==> src/rtl/matmul_sched_pkg.sv <==
// rtl/matmul_sched_pkg.sv - shared types, control-word layout and helpers for the matmul job scheduler
package matmul_sched_pkg;

    typedef enum logic [2:0] {
        ST_IDLE,
        ST_CHECK,
        ST_WAIT_BUS,
        ST_PROGRAM,
        ST_RUN,
        ST_ABORT,
        ST_RETIRE
    } state_t;

    localparam logic [31:0] CTRL_ADDR = 32'h0;

    localparam int START_BIT = 0;
    localparam int MODE_BIT  = 1;
    localparam int TGT_LSB   = 2;
    localparam int N_LSB     = 8;
    localparam int K_LSB     = 10;
    localparam int M_LSB     = 12;

    localparam int DIM_W     = 2;
    localparam int JOB_TGT_W = 2;
    localparam int JOB_TAG_W = 4;

    typedef struct packed {
        logic [DIM_W-1:0]     n;
        logic [DIM_W-1:0]     k;
        logic [DIM_W-1:0]     m;
        logic                 mode;
        logic [JOB_TGT_W-1:0] tgt;
        logic [JOB_TAG_W-1:0] tag;
    } job_t;

    // Dim fields hold size-1, so a field is legal only while it stays below max_dim.
    function automatic logic dims_ok(job_t j, int max_dim);
        return (int'(j.n) < max_dim) && (int'(j.k) < max_dim) && (int'(j.m) < max_dim);
    endfunction

endpackage

==> src/rtl/matmul_job_scheduler_if.sv <==
// rtl/matmul_job_scheduler_if.sv - job, arbitration, register-write and retire signals of the scheduler
interface matmul_job_scheduler_if #(
    parameter int BUS_WIDTH   = 16,
    parameter int ADDR_WIDTH  = 32,
    parameter int SP_NTARGETS = 4,
    parameter int JOB_DEPTH   = 4,
    parameter int TAG_WIDTH   = 4
);
    localparam int TW = (SP_NTARGETS > 1) ? $clog2(SP_NTARGETS) : 1;
    localparam int CW = $clog2(JOB_DEPTH) + 1;

    logic                  job_valid_i;
    logic                  job_ready_o;
    logic [1:0]            job_n_dim_i;
    logic [1:0]            job_k_dim_i;
    logic [1:0]            job_m_dim_i;
    logic                  job_mode_i;
    logic [TW-1:0]         job_sp_tgt_i;
    logic [TAG_WIDTH-1:0]  job_tag_i;
    logic                  apb_busy_i;
    logic                  finish_mul_i;
    logic                  cfg_we_o;
    logic [ADDR_WIDTH-1:0] cfg_addr_o;
    logic [BUS_WIDTH-1:0]  cfg_data_o;
    logic                  sched_busy_o;
    logic                  done_o;
    logic [TAG_WIDTH-1:0]  done_tag_o;
    logic                  done_err_o;
    logic [CW-1:0]         q_count_o;

    modport master (
        output job_valid_i, job_n_dim_i, job_k_dim_i, job_m_dim_i, job_mode_i,
               job_sp_tgt_i, job_tag_i, apb_busy_i, finish_mul_i,
        input  job_ready_o, cfg_we_o, cfg_addr_o, cfg_data_o, sched_busy_o,
               done_o, done_tag_o, done_err_o, q_count_o
    );

    modport slave (
        input  job_valid_i, job_n_dim_i, job_k_dim_i, job_m_dim_i, job_mode_i,
               job_sp_tgt_i, job_tag_i, apb_busy_i, finish_mul_i,
        output job_ready_o, cfg_we_o, cfg_addr_o, cfg_data_o, sched_busy_o,
               done_o, done_tag_o, done_err_o, q_count_o
    );

endinterface

==> src/rtl/matmul_job_fifo.sv <==
// rtl/matmul_job_fifo.sv - synchronous job FIFO with occupancy count and registered ready
module matmul_job_fifo
    import matmul_sched_pkg::*;
#(
    parameter int DEPTH = 4,
    parameter int CW    = $clog2(DEPTH) + 1
) (
    input  logic          clk_i,
    input  logic          rst_i,
    input  logic          push_i,
    input  job_t          job_i,
    input  logic          pop_i,
    output job_t          head_o,
    output logic [CW-1:0] count_o,
    output logic          ready_o
);
    localparam int AW = $clog2(DEPTH);

    job_t          mem_q [DEPTH];
    logic [AW-1:0] wr_ptr_q, wr_ptr_d;
    logic [AW-1:0] rd_ptr_q, rd_ptr_d;
    logic [CW-1:0] count_q, count_d;
    logic          ready_q, ready_d;
    logic          do_push, do_pop;

    assign do_push = push_i && ready_q;
    assign do_pop  = pop_i && (count_q != '0);

    always_comb begin
        wr_ptr_d = wr_ptr_q;
        rd_ptr_d = rd_ptr_q;
        count_d  = count_q;
        if (do_push) begin
            wr_ptr_d = wr_ptr_q + 1'b1;
        end
        if (do_pop) begin
            rd_ptr_d = rd_ptr_q + 1'b1;
        end
        if (do_push && !do_pop) begin
            count_d = count_q + 1'b1;
        end else if (!do_push && do_pop) begin
            count_d = count_q - 1'b1;
        end
        // Ready is registered so it stays low while reset is held and rises one cycle after release.
        ready_d = (count_d != CW'(DEPTH));
    end

    always_ff @(posedge clk_i or posedge rst_i) begin
        if (rst_i) begin
            wr_ptr_q <= '0;
            rd_ptr_q <= '0;
            count_q  <= '0;
            ready_q  <= 1'b0;
        end else begin
            wr_ptr_q <= wr_ptr_d;
            rd_ptr_q <= rd_ptr_d;
            count_q  <= count_d;
            ready_q  <= ready_d;
        end
    end

    always_ff @(posedge clk_i) begin
        if (do_push) begin
            mem_q[wr_ptr_q] <= job_i;
        end
    end

    assign head_o  = mem_q[rd_ptr_q];
    assign count_o = count_q;
    assign ready_o = ready_q;

endmodule

==> src/rtl/matmul_job_scheduler.sv <==
// rtl/matmul_job_scheduler.sv - queues matmul jobs and sequences them onto the engine via the control register
// Optional watchdog on the RUN state is enabled with MATMUL_SCHED_TIMEOUT_EN.
module matmul_job_scheduler
    import matmul_sched_pkg::*;
#(
    parameter int DATA_WIDTH  = 8,
    parameter int BUS_WIDTH   = 16,
    parameter int ADDR_WIDTH  = 32,
    parameter int SP_NTARGETS = 4,
    parameter int JOB_DEPTH   = 4,
    parameter int TAG_WIDTH   = JOB_TAG_W
`ifdef MATMUL_SCHED_TIMEOUT_EN
    ,
    parameter int TIMEOUT_CYCLES = 256
`endif
) (
    input  logic                   clk_i,
    input  logic                   rst_i,
    matmul_job_scheduler_if.slave  bus
);
    localparam int MAX_DIM = BUS_WIDTH / DATA_WIDTH;
    localparam int TW      = (SP_NTARGETS > 1) ? $clog2(SP_NTARGETS) : 1;
    localparam int CW      = $clog2(JOB_DEPTH) + 1;

    state_t                state_q;
    job_t                  in_job, head_job, job_q;
    logic                  fifo_pop, fifo_ready;
    logic [CW-1:0]         fifo_count;
    logic [BUS_WIDTH-1:0]  ctrl_word;
    logic                  cfg_we_q;
    logic [BUS_WIDTH-1:0]  cfg_data_q;
    logic                  done_q;
    logic [TAG_WIDTH-1:0]  done_tag_q;
    logic                  done_err_q;

`ifdef MATMUL_SCHED_TIMEOUT_EN
    localparam int TMW = $clog2(TIMEOUT_CYCLES + 1);
    logic [TMW-1:0] timer_q;
`endif

    always_comb begin
        in_job      = '0;
        in_job.n    = bus.job_n_dim_i;
        in_job.k    = bus.job_k_dim_i;
        in_job.m    = bus.job_m_dim_i;
        in_job.mode = bus.job_mode_i;
        in_job.tgt  = JOB_TGT_W'(bus.job_sp_tgt_i);
        in_job.tag  = JOB_TAG_W'(bus.job_tag_i);
    end

    assign fifo_pop = (state_q == ST_IDLE) && (fifo_count != '0);

    matmul_job_fifo #(
        .DEPTH (JOB_DEPTH),
        .CW    (CW)
    ) u_fifo (
        .clk_i   (clk_i),
        .rst_i   (rst_i),
        .push_i  (bus.job_valid_i),
        .job_i   (in_job),
        .pop_i   (fifo_pop),
        .head_o  (head_job),
        .count_o (fifo_count),
        .ready_o (fifo_ready)
    );

    // Start is always written as 1; the register file clears it when the engine finishes.
    always_comb begin
        ctrl_word                    = '0;
        ctrl_word[START_BIT]         = 1'b1;
        ctrl_word[MODE_BIT]          = job_q.mode;
        ctrl_word[TGT_LSB +: TW]     = job_q.tgt[TW-1:0];
        ctrl_word[N_LSB +: DIM_W]    = job_q.n;
        ctrl_word[K_LSB +: DIM_W]    = job_q.k;
        ctrl_word[M_LSB +: DIM_W]    = job_q.m;
    end

    always_ff @(posedge clk_i or posedge rst_i) begin
        if (rst_i) begin
            state_q    <= ST_IDLE;
            job_q      <= '0;
            cfg_we_q   <= 1'b0;
            cfg_data_q <= '0;
            done_q     <= 1'b0;
            done_tag_q <= '0;
            done_err_q <= 1'b0;
`ifdef MATMUL_SCHED_TIMEOUT_EN
            timer_q    <= '0;
`endif
        end else begin
            cfg_we_q <= 1'b0;
            done_q   <= 1'b0;
            case (state_q)
                ST_IDLE: begin
                    if (fifo_count != '0) begin
                        job_q   <= head_job;
                        state_q <= ST_CHECK;
                    end
                end
                ST_CHECK: begin
                    if (!dims_ok(job_q, MAX_DIM)) begin
                        done_q     <= 1'b1;
                        done_tag_q <= job_q.tag[TAG_WIDTH-1:0];
                        done_err_q <= 1'b1;
                        state_q    <= ST_RETIRE;
                    end else begin
                        state_q <= ST_WAIT_BUS;
                    end
                end
                // The only place the APB side is arbitrated against.
                ST_WAIT_BUS: begin
                    if (!bus.apb_busy_i) begin
                        cfg_we_q   <= 1'b1;
                        cfg_data_q <= ctrl_word;
                        state_q    <= ST_PROGRAM;
                    end
                end
                ST_PROGRAM: begin
                    state_q <= ST_RUN;
`ifdef MATMUL_SCHED_TIMEOUT_EN
                    timer_q <= '0;
`endif
                end
                ST_RUN: begin
                    if (bus.finish_mul_i) begin
                        done_q     <= 1'b1;
                        done_tag_q <= job_q.tag[TAG_WIDTH-1:0];
                        done_err_q <= 1'b0;
                        state_q    <= ST_RETIRE;
`ifdef MATMUL_SCHED_TIMEOUT_EN
                    end else if (timer_q == TMW'(TIMEOUT_CYCLES - 1)) begin
                        cfg_we_q   <= 1'b1;
                        cfg_data_q <= '0;
                        state_q    <= ST_ABORT;
                    end else begin
                        timer_q <= timer_q + 1'b1;
`endif
                    end
                end
                ST_ABORT: begin
                    done_q     <= 1'b1;
                    done_tag_q <= job_q.tag[TAG_WIDTH-1:0];
                    done_err_q <= 1'b1;
                    state_q    <= ST_RETIRE;
                end
                ST_RETIRE: begin
                    state_q <= ST_IDLE;
                end
                default: begin
                    state_q <= ST_IDLE;
                end
            endcase
        end
    end

    assign bus.job_ready_o  = fifo_ready;
    assign bus.q_count_o    = fifo_count;
    assign bus.cfg_we_o     = cfg_we_q;
    assign bus.cfg_addr_o   = ADDR_WIDTH'(CTRL_ADDR);
    assign bus.cfg_data_o   = cfg_data_q;
    assign bus.sched_busy_o = (state_q != ST_IDLE);
    assign bus.done_o       = done_q;
    assign bus.done_tag_o   = done_tag_q;
    assign bus.done_err_o   = done_err_q;

endmodule

==> src/flat_wrapper.sv <==
// flat-port wrapper written by rule: the top's interface ports become plain ports
module matmul_job_scheduler_flat import matmul_sched_pkg::*;
#(
    parameter int DATA_WIDTH  = 8,
    parameter int BUS_WIDTH   = 16,
    parameter int ADDR_WIDTH  = 32,
    parameter int SP_NTARGETS = 4,
    parameter int JOB_DEPTH   = 4,
    parameter int TAG_WIDTH   = JOB_TAG_W

)
  (clk_i, rst_i, bus_job_valid_i, bus_job_n_dim_i, bus_job_k_dim_i, bus_job_m_dim_i, bus_job_mode_i, bus_job_sp_tgt_i, bus_job_tag_i, bus_apb_busy_i, bus_finish_mul_i, bus_job_ready_o, bus_cfg_we_o, bus_cfg_addr_o, bus_cfg_data_o, bus_sched_busy_o, bus_done_o, bus_done_tag_o, bus_done_err_o, bus_q_count_o);
  matmul_job_scheduler_if #(.BUS_WIDTH(BUS_WIDTH), .ADDR_WIDTH(ADDR_WIDTH), .SP_NTARGETS(SP_NTARGETS), .JOB_DEPTH(JOB_DEPTH), .TAG_WIDTH(TAG_WIDTH)) bus_i ();
  input  logic clk_i;
  input  logic rst_i;
  input wire logic [$bits(bus_i.job_valid_i)-1:0] bus_job_valid_i;
  input wire logic [$bits(bus_i.job_n_dim_i)-1:0] bus_job_n_dim_i;
  input wire logic [$bits(bus_i.job_k_dim_i)-1:0] bus_job_k_dim_i;
  input wire logic [$bits(bus_i.job_m_dim_i)-1:0] bus_job_m_dim_i;
  input wire logic [$bits(bus_i.job_mode_i)-1:0] bus_job_mode_i;
  input wire logic [$bits(bus_i.job_sp_tgt_i)-1:0] bus_job_sp_tgt_i;
  input wire logic [$bits(bus_i.job_tag_i)-1:0] bus_job_tag_i;
  input wire logic [$bits(bus_i.apb_busy_i)-1:0] bus_apb_busy_i;
  input wire logic [$bits(bus_i.finish_mul_i)-1:0] bus_finish_mul_i;
  output wire logic [$bits(bus_i.job_ready_o)-1:0] bus_job_ready_o;
  output wire logic [$bits(bus_i.cfg_we_o)-1:0] bus_cfg_we_o;
  output wire logic [$bits(bus_i.cfg_addr_o)-1:0] bus_cfg_addr_o;
  output wire logic [$bits(bus_i.cfg_data_o)-1:0] bus_cfg_data_o;
  output wire logic [$bits(bus_i.sched_busy_o)-1:0] bus_sched_busy_o;
  output wire logic [$bits(bus_i.done_o)-1:0] bus_done_o;
  output wire logic [$bits(bus_i.done_tag_o)-1:0] bus_done_tag_o;
  output wire logic [$bits(bus_i.done_err_o)-1:0] bus_done_err_o;
  output wire logic [$bits(bus_i.q_count_o)-1:0] bus_q_count_o;
  assign bus_i.job_valid_i = bus_job_valid_i;
  assign bus_i.job_n_dim_i = bus_job_n_dim_i;
  assign bus_i.job_k_dim_i = bus_job_k_dim_i;
  assign bus_i.job_m_dim_i = bus_job_m_dim_i;
  assign bus_i.job_mode_i = bus_job_mode_i;
  assign bus_i.job_sp_tgt_i = bus_job_sp_tgt_i;
  assign bus_i.job_tag_i = bus_job_tag_i;
  assign bus_i.apb_busy_i = bus_apb_busy_i;
  assign bus_i.finish_mul_i = bus_finish_mul_i;
  assign bus_job_ready_o = bus_i.job_ready_o;
  assign bus_cfg_we_o = bus_i.cfg_we_o;
  assign bus_cfg_addr_o = bus_i.cfg_addr_o;
  assign bus_cfg_data_o = bus_i.cfg_data_o;
  assign bus_sched_busy_o = bus_i.sched_busy_o;
  assign bus_done_o = bus_i.done_o;
  assign bus_done_tag_o = bus_i.done_tag_o;
  assign bus_done_err_o = bus_i.done_err_o;
  assign bus_q_count_o = bus_i.q_count_o;
  matmul_job_scheduler #(.DATA_WIDTH(DATA_WIDTH), .BUS_WIDTH(BUS_WIDTH), .ADDR_WIDTH(ADDR_WIDTH), .SP_NTARGETS(SP_NTARGETS), .JOB_DEPTH(JOB_DEPTH), .TAG_WIDTH(TAG_WIDTH)) u_core (.clk_i(clk_i), .rst_i(rst_i), .bus(bus_i));
endmodule
==> config.mk <==
export PLATFORM = sky130hd
export DESIGN_NAME = matmul_job_scheduler_flat
export DESIGN_NICKNAME = d
export VERILOG_FILES = /design/src/rtl/matmul_sched_pkg.sv /design/src/rtl/matmul_job_scheduler_if.sv /design/src/rtl/matmul_job_fifo.sv /design/src/rtl/matmul_job_scheduler.sv /design/src/flat_wrapper.sv
export SDC_FILE = /design/constraint.sdc
export NUM_CORES = 1
export LEC_CHECK = 0
export BUFFER_PORTS_ARGS = -buffer_cell sky130_fd_sc_hd__clkbuf_2
export CAP_MARGIN = 30
export CORE_MARGIN = 2
export CORE_UTILIZATION = 59
export CTS_CLUSTER_DIAMETER = 150
export DETAILED_ROUTE_END_ITERATION = 8
export PLACE_DENSITY = 0.85
export SKIP_LAST_GASP = 1
export SLEW_MARGIN = 15
export SYNTH_ARGS = -nofsm -noshare
export SYNTH_HDL_FRONTEND = slang
export SYNTH_SLANG_ARGS = --single-unit
==> constraint.sdc <==
create_clock -name clk_i -period 4 [get_ports clk_i]
set_clock_uncertainty 0.2 [all_clocks]
set_input_delay 0.6 -clock clk_i [delete_from_list [all_inputs] [get_ports clk_i]]
set_output_delay 0.6 -clock clk_i [all_outputs]
set_load 0.01 [all_outputs]
# == Word-level counts from Yosys, hierarchy flattened ==
# Memories as Yosys holds them, arrays and structs flattened. A register that Yosys moved wholly into a read port is not among the register bits.
# Index checks and enable logic that the tools add are counted.
# totals
ram_bits,52
output_inout_bits,60
regBits,28
latch_bits,0
inputBits,18
rom_bits,0
mem_count,1
# memory_table
name,words,width,rd,rd_clocked_by_memory_dff,wr,line_no,text
u_core.u_fifo.mem_q,4,13,1,1,1,matmul_job_fifo.sv:19,job_t mem_q [DEPTH];
# classes
mul,0
n_lt_le_gt_ge,3
reduce_logical,17
bitwise,1
n_div,0
muxes,20
add_sub_neg,4
shift,0
n_eq_ne,10
# ops
cell,n
3-bit two-way mux,6
3-bit one-hot mux with 6 select lines,1
4-bit one-hot mux with 3 select lines,1
3-bit nonzero test,3
1-bit two-way mux,8
4-bit two-way mux,2
"2-bit inequality test, second input constant",4
1-bit logical AND,7
"3-bit by 2-bit equality test with 1-bit output, second input constant",2
"3-bit equality test, second input constant",2
"2-bit less-than comparator, second input constant",3
1-bit one-hot mux with 3 select lines,2
3-bit AND reduction,2
"2-bit by 1-bit adder with 2-bit output, second input constant",2
2-bit AND reduction,2
"3-bit by 1-bit adder with 3-bit output, second input constant",1
"3-bit by 1-bit equality test with 1-bit output, second input constant",1
3-bit logical NOT,1
"3-bit inequality test, second input constant",1
"3-bit by 1-bit subtractor with 3-bit output, second input constant",1
1-bit logical NOT,2
1-bit inverter,1

# == Logic depth before layout (Yosys ltp) ==
# logic_depth
word_depth,7
depth_mapped,6
depth_no_buf,6

# == By module ==
# Synthesis repeated with hierarchy kept, for this count alone.
# unflattened
hier_cells,244
hier_area_um2,4021.4
# by_module_without_submodules
module,seq_area_each_um2,n_inst,area_per_inst_um2,cells_each
matmul_job_fifo,1761.7,1,2387.3,119
matmul_job_scheduler,825.8,1,1634.1,125

# == Least setup slack after synthesis ==
# No wires, ideal clock.
# synth_path
kind,reg2reg
startpoint,register u_core.u_fifo.count_q[0] (netlist: u_core.u_fifo.count_o[0])
endpoint,"register u_core.job_q, in the netlist u_core.ctrl_word[9]"
n_path_buf,1
t_arrival_ns,1.502
synth_period_minus_slack_ns,1.830
setup_ns,0.127
setup_slack_ns,2.170
path_stages_with_launch,7
cell_sequence,dfrtp_1 > inv_1 > ha_1 > nand2b_1 > nand2_2 > buf_6 > mux2_1
# synth_via
elab_chain_cells,2
# synth_rtl
element,line_no,text
"start, declared",matmul_job_fifo.sv:22,"logic [CW-1:0] count_q, count_d;"
"start signal, assigned",matmul_job_fifo.sv:57,count_q <= count_d;
3-bit nonzero test,matmul_job_scheduler.sv:95,if (fifo_count != '0) begin
2-bit AND reduction (no source line),--,
"end signal, assigned",matmul_job_scheduler.sv:96,job_q <= head_job;
"end, declared",matmul_job_scheduler.sv:26,"job_t in_job, head_job, job_q;"
# No other way between the ends.
# A chain may end at the register's enable or synchronous reset.

# == Worst setup path after layout ==
# layout_path
startpoint,register u_core.state_q[2]
endpoint,output bus_sched_busy_o
# layout_via
elab_chain_cells,1
# layout_rtl
element,line_no,text
"start, declared",matmul_job_scheduler.sv:25,state_t state_q;
"start signal, assigned",matmul_job_scheduler.sv:80,state_q <= ST_IDLE;
"start signal, assigned",matmul_job_scheduler.sv:97,state_q <= ST_CHECK;
"start signal, assigned",matmul_job_scheduler.sv:105,state_q <= ST_RETIRE;
3-bit nonzero test,matmul_job_scheduler.sv:161,assign bus.sched_busy_o = (state_q != ST_IDLE);
"end, declared",flat_wrapper.sv:29,output wire logic [$bits(bus_i.sched_busy_o)-1:0] bus_sched_busy_o;
# No other way between the ends.

==> results.py <==
metrics = {
    "drt": {
        "via_count": 2000,
        "wl_met2_mm": 3.00,
        "via_per_inst": 5.43,
        "drtIter0Drc": 68,
        "wl_met1_mm": 2.68,
        "wl_met3_um": 362,
        "firstDrtPassIters": 4,
        "highest_layer": "met4",
        "wl_mm": 6.15,
        "wl_per_cell_um": 16.7,
        "antenna_left": 0,
        "drc": 0,
    },
    "cells_and_area": {
        "drive_above_1_share": 0.357,
        "regArea_um2": 2590,
        "fillerInstances": 438,
        "nets": 311,
        "antenna_cells": 0,
        "areaGrowthSynthToFinish_pct": 7.52,
        "multi_input_area_um2": 1170,
        "post-route-util": 0.665,
    },
    "floorplanning": {
        "chipWidth_um": 86.3,
        "rows": 29,
        "die_y_um": 86.3,
        "start_util": 0.618,
        "coreArea_um2": 6460,
        "io_pins": 78,
        "die_area_um2": 7440,
    },
    "placement": {
        "port_buffers": 39,
        "place.gp.congestion": 0.721,
        "place_hpwl_mm": 4.24,
    },
    "sta": {
        "fin_crit_sh": 0.565,
        "tns_ns": 0,
        "fmax_mhz": 443,
        "final_hold_viol_count": 0,
        "finalSetupViolCount": 0,
        "worst_pin_slew_ns": 0.675,
        "drv_slew": 0,
        "rsz0062_at_grt": "no",
        "relSlewSlack": 0.550,
        "fin_crit_ns": 2.26,
    },
    "clock_tree": {
        "h-tree-depth": 3,
        "cts_inserted_buffers": 9,
        "holdBufCountCts": 0,
        "cts.sinks": 93,
        "cts-root-buf": "clkbuf_8",
        "cts_resized": 0,
        "clkLatencyLatePin_ns": 0.37,
        "cts_tree": "built",
        "cts_buffer_depth": 2,
        "post_cts_buffers": 0,
        "clkTransAtPathRegs_ns": 0.10,
    },
    "critical_path": {
        "critPathLaunchType": "flop",
        "crit_slowest_cell": "dfrtp_1",
        "arrival_ns": 1.46,
        "cp.required_ns": 3.20,
        "worst-path-buf-inv": 2,
        "worstReg2RegStart": "u_core.u_fifo.count_o[0]",
        "path_cells": "nor3_4 -> inv_2 -> clkbuf_2",
        "end_kind": "output port",
        "r2r_slack_ns": 1.96,
        "crit_fanout": 9,
        "path_class": "reg -> out",
        "r2r-end": "u_core.ctrl_word[9]",
        "cp_top_family": "flip-flops",
        "r2r_cells": 5,
        "critPathMaxStageDelay_ns": 0.50,
    },
    "synthesis": {
        "yosys.area_share.adder": 0.0219,
        "synth-compound-area-share": 0.0270,
        "synthesis.area_um2": 3990,
        "synth-simple-area-share": 0.0423,
        "synthDistinctLibCells": 42,
        "synthMuxAreaShare": 0.160,
        "synth_xor_area_frac": 0.00658,
        "synth_top_family_by_area": "multiplexers",
        "async_reset_ff_frac": 0.441,
        "synth_edf_count": 52,
        "ys_warn_count": 0,
        "ys_ff_latch": 93,
        "syn_inst": 241,
        "ys.flop_type": "edfxtp_1",
        "ys_seq_area_frac": 0.648,
        "synth_area_per_cell_um2": 16.6,
    },
    "worst_hold_path": {
        "hold_path.class": "in -> async",
    },
    "grt": {
        "antenna_found_initial": 0,
        "grt_max_degree": 27,
        "grt_use_total": 0.177,
        "grt-ovfl-total": 0,
        "grt_pass1_wl_mm": 9.64,
        "grt_pass1_vias": 1906,
    },
    "power": {
        "ir_worst_vdd_mv": 0.325,
        "cellLeakagePower_uw": 0.00176,
        "power.density_nw_per_um2": 752,
    },
    "flow_run": {
        "cap_violations": 0,
    },
    "status": {
        "status": "finished clean",
    },
}
-- metal layers --
layer | track usage | vias up
met3 | 0.0533 | 11
li1 | - | 906
met5 | 0 | -
met4 | 0.0739 | 0
met1 | 0.235 | 1002
met2 | 0.277 | 81
-- power by group --
part	switching, uW	total (uW)	internal, uW
Sequential	235	1570	1330
Combinational	493	1050	555
Clock	367	613	247
-- kinds of logic after synthesis --
| kind of cell | count (synthesis) |
|---|---|
| XOR/XNOR | 3 |
| other | 1 |
| AND/OR/NAND/NOR | 28 |
| AO/OA/AOI/OAI | 15 |
| flip-flops | 93 |
| adder cells (fa/ha/maj) | 7 |
| buffers and inverters | 52 |
| multiplexers | 42 |
-- metrics by stage --
stage	std cells	total power, uW	hold slack, ns	setup WS, ns	instance area [um^2]
2_1_floorplan	278	2390	0.274	2.17	4130
3_3_place_gp	350	2570	0.259	1.64	4080
3_5_place_dp	351	2640	0.259	1.79	4090
4_1_cts	367	3240	0.0958	1.75	4280
5_1_grt	368	3410	0.123	1.67	4290
6_report	368	3230	0.0725	1.74	4290
-- cell usage after synthesis, types with 2 or more instances --
cell type,n,share of area
nor4_1,3,0.0047
buf_6,4,0.011
mux4_2,12,0.068
nor2_1,4,0.0038
a2111oi_0,2,0.0044
nand3_1,2,0.0025
nand2b_1,2,0.0031
xnor2_1,3,0.0066
edfxtp_1,52,0.39
buf_2,2,0.0025
mux2_2,25,0.071
and3_1,6,0.0094
buf_4,39,0.073
a21oi_1,2,0.0025
nand2_1,4,0.0038
nor3_1,2,0.0025
ha_1,7,0.022
inv_1,6,0.0056
dfrtp_1,41,0.26
-- final cells by class --
cell class | count | share of cell area
Sequential cell | 93 | 0.603
Multi-Input combinational cell | 133 | 0.273
Timing Repair Buffer | 42 | 0.0510
Clock buffer | 9 | 0.0289
Tap cell | 77 | 0.0224
Clock inverter | 7 | 0.0163
Inverter | 7 | 0.00612
-- registers in the layout, indices dropped and copies added, names as in the netlist, 2 cells and up --
register,flops
u_core.bus.done_tag_o,4
u_core.job_q,4
u_core.u_fifo.mem_q,52
u_core.state_q,3
u_core.bus.cfg_data_o,10
u_core.u_fifo.rd_ptr_q,2
u_core.u_fifo.wr_ptr_q,2
u_core.u_fifo.count_o,3
u_core.ctrl_word,9
-- placed cells by master (no fill, tap or decap), types with 2 or more instances in the layout --
cell type  count
nand2_1        4
mux4_2        12
conb_1        38
nor2_1         4
a21oi_1        2
nor4_1         3
dfrtp_1       41
mux2_2        25
nand2b_1       2
inv_8          4
xnor2_1        3
and3_1         6
clkbuf_2      39
clkbuf_8       9
nand3_1        2
edfxtp_1      52
nor3_1         2
inv_1          6
a2111oi_0      2
ha_1           7
-- worst register-to-register path, stage by stage, from the launching register on --
cell	delay, ns
dfrtp_1	0.49
inv_1	0.12
ha_1	0.22
nand2b_1	0.23
nand2_2	0.28
mux2_1	0.39
-- worst max-delay path by stage --
stage / start / endpoint / slack, ns / cells past startpoint
floorplan: u_core.u_fifo.count_o[0] / u_core.ctrl_word[9] / 2.17 / 6
global placement: bus_apb_busy_i / u_core.bus.cfg_data_o[2] / 1.64 / 3
detailed placement: u_core.u_fifo.rd_ptr_q[0] / u_core.ctrl_word[11] / 1.79 / 2
CTS: u_core.state_q[2] / bus_sched_busy_o / 1.75 / 3
global route: u_core.state_q[2] / bus_sched_busy_o / 1.67 / 3
finish: u_core.state_q[2] / bus_sched_busy_o / 1.74 / 3
No activity file was read; power rests on OpenSTA's default activity.
